<file path="config.mk">
export PLATFORM = sky130hd
export DESIGN_NAME = if_stage
export DESIGN_NICKNAME = d
export VERILOG_FILES = /design/src/rtl/if_stage.sv
export SDC_FILE = /design/constraint.sdc
export NUM_CORES = 1
export LEC_CHECK = 0
export ABC_AREA = 1
export CELL_PAD_IN_SITES_DETAIL_PLACEMENT = 1
export CELL_PAD_IN_SITES_GLOBAL_PLACEMENT = 2
export CORE_ASPECT_RATIO = 1.5
export CORE_MARGIN = 10
export CORE_UTILIZATION = 31
export DETAILED_ROUTE_END_ITERATION = 8
export GPL_ROUTABILITY_DRIVEN = 0
export PLACE_DENSITY = 0.82
export SLEW_MARGIN = 10
export SYNTH_ARGS = -nofsm -noshare
export SYNTH_HDL_FRONTEND = slang
export SYNTH_SLANG_ARGS = --single-unit
</file>
<file path="constraint.sdc">
create_clock -name clk -period 13.14 [get_ports clk]
set_input_delay 3.942 -clock clk [delete_from_list [all_inputs] [get_ports clk]]
set_output_delay 3.942 -clock clk [all_outputs]
set_load 0.02 [all_outputs]
</file>
<file path="src/rtl/if_stage.sv">
// Instruction fetch with the IF/ID register and a one-entry skid buffer. Optional: PC_ALIGN_CHECK_EN.
// Latency: a word at PC_F reaches IR_D one cycle after imem_ready, giving one instruction per cycle.
// Backpressure: imem_ready=0 holds PC_F and IF/ID. A stall that lands on a completing fetch parks the word in skid (HOLD).
module if_stage #(
    parameter logic [31:0] RESET_PC = 32'h0000_3000
) (
    input  logic        clk,
    input  logic        reset,
    input  logic [31:0] npc,
    input  logic        stall,
    output logic [31:0] PC4_F,
    output logic        imem_req,
    output logic [31:0] imem_addr,
    input  logic [31:0] imem_rdata,
    input  logic        imem_ready,
    output logic        fetch_busy,
    output logic [31:0] IR_D,
    output logic [31:0] PC_D,
    output logic [31:0] PC4_D,
    output logic        valid_D,
    output logic        adel_D
);

    typedef enum logic [1:0] {
        FETCH = 2'd0,
        HOLD  = 2'd1,
        ADEL  = 2'd2
    } state_t;

    state_t      state, state_nx;
    logic [31:0] pc_f;
    logic [31:0] skid;
    logic [31:0] skid_pc;
    logic        advance;
    logic        skid_load;
    logic        skid_drain;
    logic        misalign;

`ifdef PC_ALIGN_CHECK_EN
    logic        adel_drain;
    assign misalign = (npc[1:0] != 2'b00);
`else
    assign misalign = 1'b0;
    assign adel_D   = 1'b0;
`endif

    assign PC4_F     = pc_f + 32'd4;
    assign imem_addr = pc_f;

    always_ff @(posedge clk or posedge reset) begin
        if (reset) begin
            state <= FETCH;
        end else begin
            state <= state_nx;
        end
    end

    // Every edge that loads npc into PC_F is where a misaligned target is caught.
    always_comb begin
        state_nx = state;
        case (state)
            FETCH: begin
                if (imem_ready) begin
                    if (stall)         state_nx = HOLD;
                    else if (misalign) state_nx = ADEL;
                    else               state_nx = FETCH;
                end
            end
            HOLD: begin
                if (!stall) state_nx = misalign ? ADEL : FETCH;
            end
            ADEL: begin
                if (!stall) state_nx = FETCH;
            end
            default: state_nx = FETCH;
        endcase
    end

    always_comb begin
        imem_req   = 1'b0;
        fetch_busy = 1'b0;
        advance    = 1'b0;
        skid_load  = 1'b0;
        skid_drain = 1'b0;
`ifdef PC_ALIGN_CHECK_EN
        adel_drain = 1'b0;
`endif
        case (state)
            FETCH: begin
                imem_req   = ~reset;
                fetch_busy = ~imem_ready;
                advance    = imem_ready & ~stall;
                skid_load  = imem_ready & stall;
            end
            HOLD: begin
                skid_drain = ~stall;
            end
`ifdef PC_ALIGN_CHECK_EN
            ADEL: begin
                adel_drain = ~stall;
            end
`endif
            default: ;
        endcase
    end

    always_ff @(posedge clk or posedge reset) begin
        if (reset) begin
            skid    <= 32'd0;
            skid_pc <= 32'd0;
        end else if (skid_load) begin
            skid    <= imem_rdata;
            skid_pc <= pc_f;
        end
    end

    // npc is only consumed on the edges that move a word into decode.
    always_ff @(posedge clk or posedge reset) begin
        if (reset) begin
            pc_f    <= RESET_PC;
            IR_D    <= 32'd0;
            PC_D    <= 32'd0;
            PC4_D   <= 32'd0;
            valid_D <= 1'b0;
        end else if (advance) begin
            pc_f    <= npc;
            IR_D    <= imem_rdata;
            PC_D    <= pc_f;
            PC4_D   <= pc_f + 32'd4;
            valid_D <= 1'b1;
        end else if (skid_drain) begin
            pc_f    <= npc;
            IR_D    <= skid;
            PC_D    <= skid_pc;
            PC4_D   <= skid_pc + 32'd4;
            valid_D <= 1'b1;
`ifdef PC_ALIGN_CHECK_EN
        end else if (adel_drain) begin
            IR_D    <= 32'd0;
            PC_D    <= pc_f;
            PC4_D   <= pc_f + 32'd4;
            valid_D <= 1'b1;
`endif
        end
    end

`ifdef PC_ALIGN_CHECK_EN
    always_ff @(posedge clk or posedge reset) begin
        if (reset) begin
            adel_D <= 1'b0;
        end else if (advance || skid_drain) begin
            adel_D <= 1'b0;
        end else if (adel_drain) begin
            adel_D <= 1'b1;
        end
    end
`endif

endmodule

</file>
==> run_results.csv <==
group,metric,value,unit
run_status,status,"complete, no violations",
logic_synthesis,yosysTopAreaCell,"dfrtp_1",
die,dieArea,39600,sq um
sta,period_minus_slack,9.19,ns
cts,cts_hold_buf,0,
power_and_ir_drop,max-vdd-ir-drop,81.8,uV
final_layout,fill_cells,3791,
logic_synthesis,postSynthCellCount,1199,
power_and_ir_drop,power.total,1.96,mW
sta,worst_hold_slack,0.477,ns
sta,timing.setup.tns,0,ns
power_and_ir_drop,powerDensity,151,nW/um^2
routing,routed-wl-met3,1540,um
sta,fmaxAchievable,109,MHz
global_routing,first_global_vias,9671,
setup_path,path_max_fanout,3,
cts,cts_sinks,192,
final_layout,drive_gt1_frac,0.0959,
die,die_w,166,um
cts,cts_max_level,4,
sta,rsz0062_at_grt,"no",
logic_synthesis,ys_ff_latch,192,
cts,clkTransAtPathRegs,0.07,ns
logic_synthesis,async_reset_ff_frac,1.00,
sta,drv_slew,0,
routing,final_antenna_net_count,0,
sta,slew_headroom,0.342,
routing,firstDrtPassIters,4,
logic_synthesis,synth_area_leaders,"dfrtp_1 48%, nand2_1 14%, o21ai_0 8.4%, nor2_1 4.6%, mux2_4 3.6%",
sta,worstMarginPinSlew,0.987,ns
logic_synthesis,ys_seq_area_frac,0.487,
logic_synthesis,synth_area,9880,sq um
routing,highest_layer,"met4",
cts,root_buffer,"clkbuf_16",
die,initial_utilization,0.312,
routing,routed_wl,37200,um
logic_synthesis,yosysWarnings,0,
routing,num_vias,8842,
setup_path,crit_type,"primary input to output port",
die,ioPinCount,232,
setup_path,critPathCaptureType,"output port",
global_routing,grt_max_degree,126,
final_layout,layout.nets,1465,
logic_synthesis,synth.net_count,1269,
placed_design,dpl.hpwl,26900,um
cts,cts_setup_buffers,0,
die,core.rowCount,80,
logic_synthesis,syn_avg_cell_area,8.24,sq um
logic_synthesis,ys_types,41,
final_layout,seq_area,4810,sq um
worst_hold_path,hold_class,"flop to flop",
cts,clock_path_buffers,2,
cts,cts_buffers,17,
final_layout,multi_input_area,4440,sq um
routing,drt_iter0_drc,427,
global_routing,grt_pass1_wl,57700,um
logic_synthesis,synth_edf_count,0,
sta,finalHoldViolCount,0,
power_and_ir_drop,p_leak,5.77,nW
routing,met2_length,19700,um
setup_path,cp-start-kind,"primary input",
sta,fin_skew,0.0142,ns
sta,period_share,0.699,
logic_synthesis,synth_ff_type,"dfrtp_1",
routing,wl_per_cell,20.5,um
global_routing,grt_use_total,0.186,
routing,wl_met1,14800,um
routing,drc_errors,0,
cts,ctsResizeCount,0,
routing,via_per_inst,4.86,
die,fp.dieH,239,um
flow_run,maxCapViolCount,0,
cts,clkLatencyLatePin,0.46,ns
setup_path,critical_path_arrival,5.24,ns
logic_synthesis,synth.top_cell.area_share,0.481,
sta,finalSetupViolCount,0,
placed_design,portBuffers,230,
final_layout,insertedDiodeCount,0,
global_routing,antenna_found_initial,0,
setup_path,cp.required,9.20,ns
die,core_area,31600,sq um
final_layout,syn_to_final_growth,31.5,%
cts,tritoncts,"done",
global_routing,gr-total-overflow,0,
layout by cell type, fill, tap and decap left out, drive strengths merged:
cell           count
buf                7
nand4              4
xnor2             10
nor2             142
clkinvlp           5
bufinv             2
dfrtp            190
nor3b              1
nand3b             5
mux2              36
clkdlybuf4s50    230
nand3             64
or2                3
dfstp              2
nor3               2
nand2            382
o21ai            187
a31oi              2
clkinv             3
conb               1
and2               3
ha                 2
a21oi             11
inv               77
xor2              13
clkbuf            19
o211ai             5
critical path: stages:
cell and delay, ns:
clkdlybuf4s50_1 0.47, nor2_4 0.19, clkdlybuf4s50_1 0.64
area by class of cell:
cell class	count	area share
inverter	74	0.0220
tap	410	0.0395
timing repair buffer	237	0.181
sequential	192	0.370
clock buffer	19	0.0341
clock inverter	13	0.0117
multi-input combinational	873	0.342
per-stage QoR:
stage	utilization	std cells	cell area (sq um)	worst slack, ns
6_report	0.411	1818	13000	3.95
5_1_grt	0.411	1818	13000	3.89
4_1_cts	0.411	1818	13000	3.94
3_5_place_dp	0.392	1786	12400	3.94
3_3_place_gp	0.392	1786	12400	3.96
2_1_floorplan	-	1199	9880	3.97
state kept, by name, summed over array words and instances, names as in the netlist:
register and count:
valid_D 1, PC_D 32, PC4_D 30, imem_addr 32
skid_pc 32, IR_D 32, skid 32, state 1
Yosys cell counts (all sizes together) (3+ instances only):
cell and count:
dfrtp 190, inv 74, clkbuf 13, nor2 142, nand3 64, o211ai 5
nand4 4, xor2 13, mux2 36, xnor2 10, nand3b 5, or2 3
and2 3, a21oi 11, nand2 382, o21ai 187, buf 47
routing by layer:
layer / vias up / track usage
li1: 4222 / -
met4: 0 / 0.0837
met3: 43 / 0.0377
met2: 206 / 0.337
met5: - / 0
met1: 4371 / 0.204
power by group:
| group | switching [mW] | leakage [nW] | internal (mW) |
|---|---|---|---|
| clock network | 0.253 | 0.276 | 0.289 |
| registers | 0.109 | 2.36 | 0.705 |
| logic | 0.334 | 3.13 | 0.267 |
| total | 0.696 | 5.77 | 1.26 |
final timing paths:
check / endpoint / depth (start not counted) / from / slack, ns
max: fetch_busy / 3 / imem_ready / 3.95
min: valid_D$_DFFE_PP0P_ / 1 / valid_D$_DFFE_PP0P_ / 0.48
max reg2reg: PC4_D[5]$_DFFE_PP0P_ / 8 / state[0]$_DFFE_PP0P_ / 9.83
min reg2reg: valid_D$_DFFE_PP0P_ / 1 / valid_D$_DFFE_PP0P_ / 0.48
max in group asynchronous: skid[9]$_DFFE_PP0P_ / 3 / reset / 7.45
min in group asynchronous: IR_D[3]$_DFFE_PP0P_ / 2 / reset / 4.07
cell families (layout without fill, tap and decap cells):
family	count (synthesis)	in the layout	share of synthesized area
other	1	1	0.000380
XOR/XNOR	23	23	0.0227
buffers and inverters	134	343	0.0653
AO/OA/AOI/OAI	205	205	0.107
AND/OR/NAND/NOR	606	606	0.265
flip-flops	192	192	0.487
multiplexers	36	36	0.0502
adder cells (fa/ha/maj)	2	2	0.00253
(Power assumes the default switching activity.)
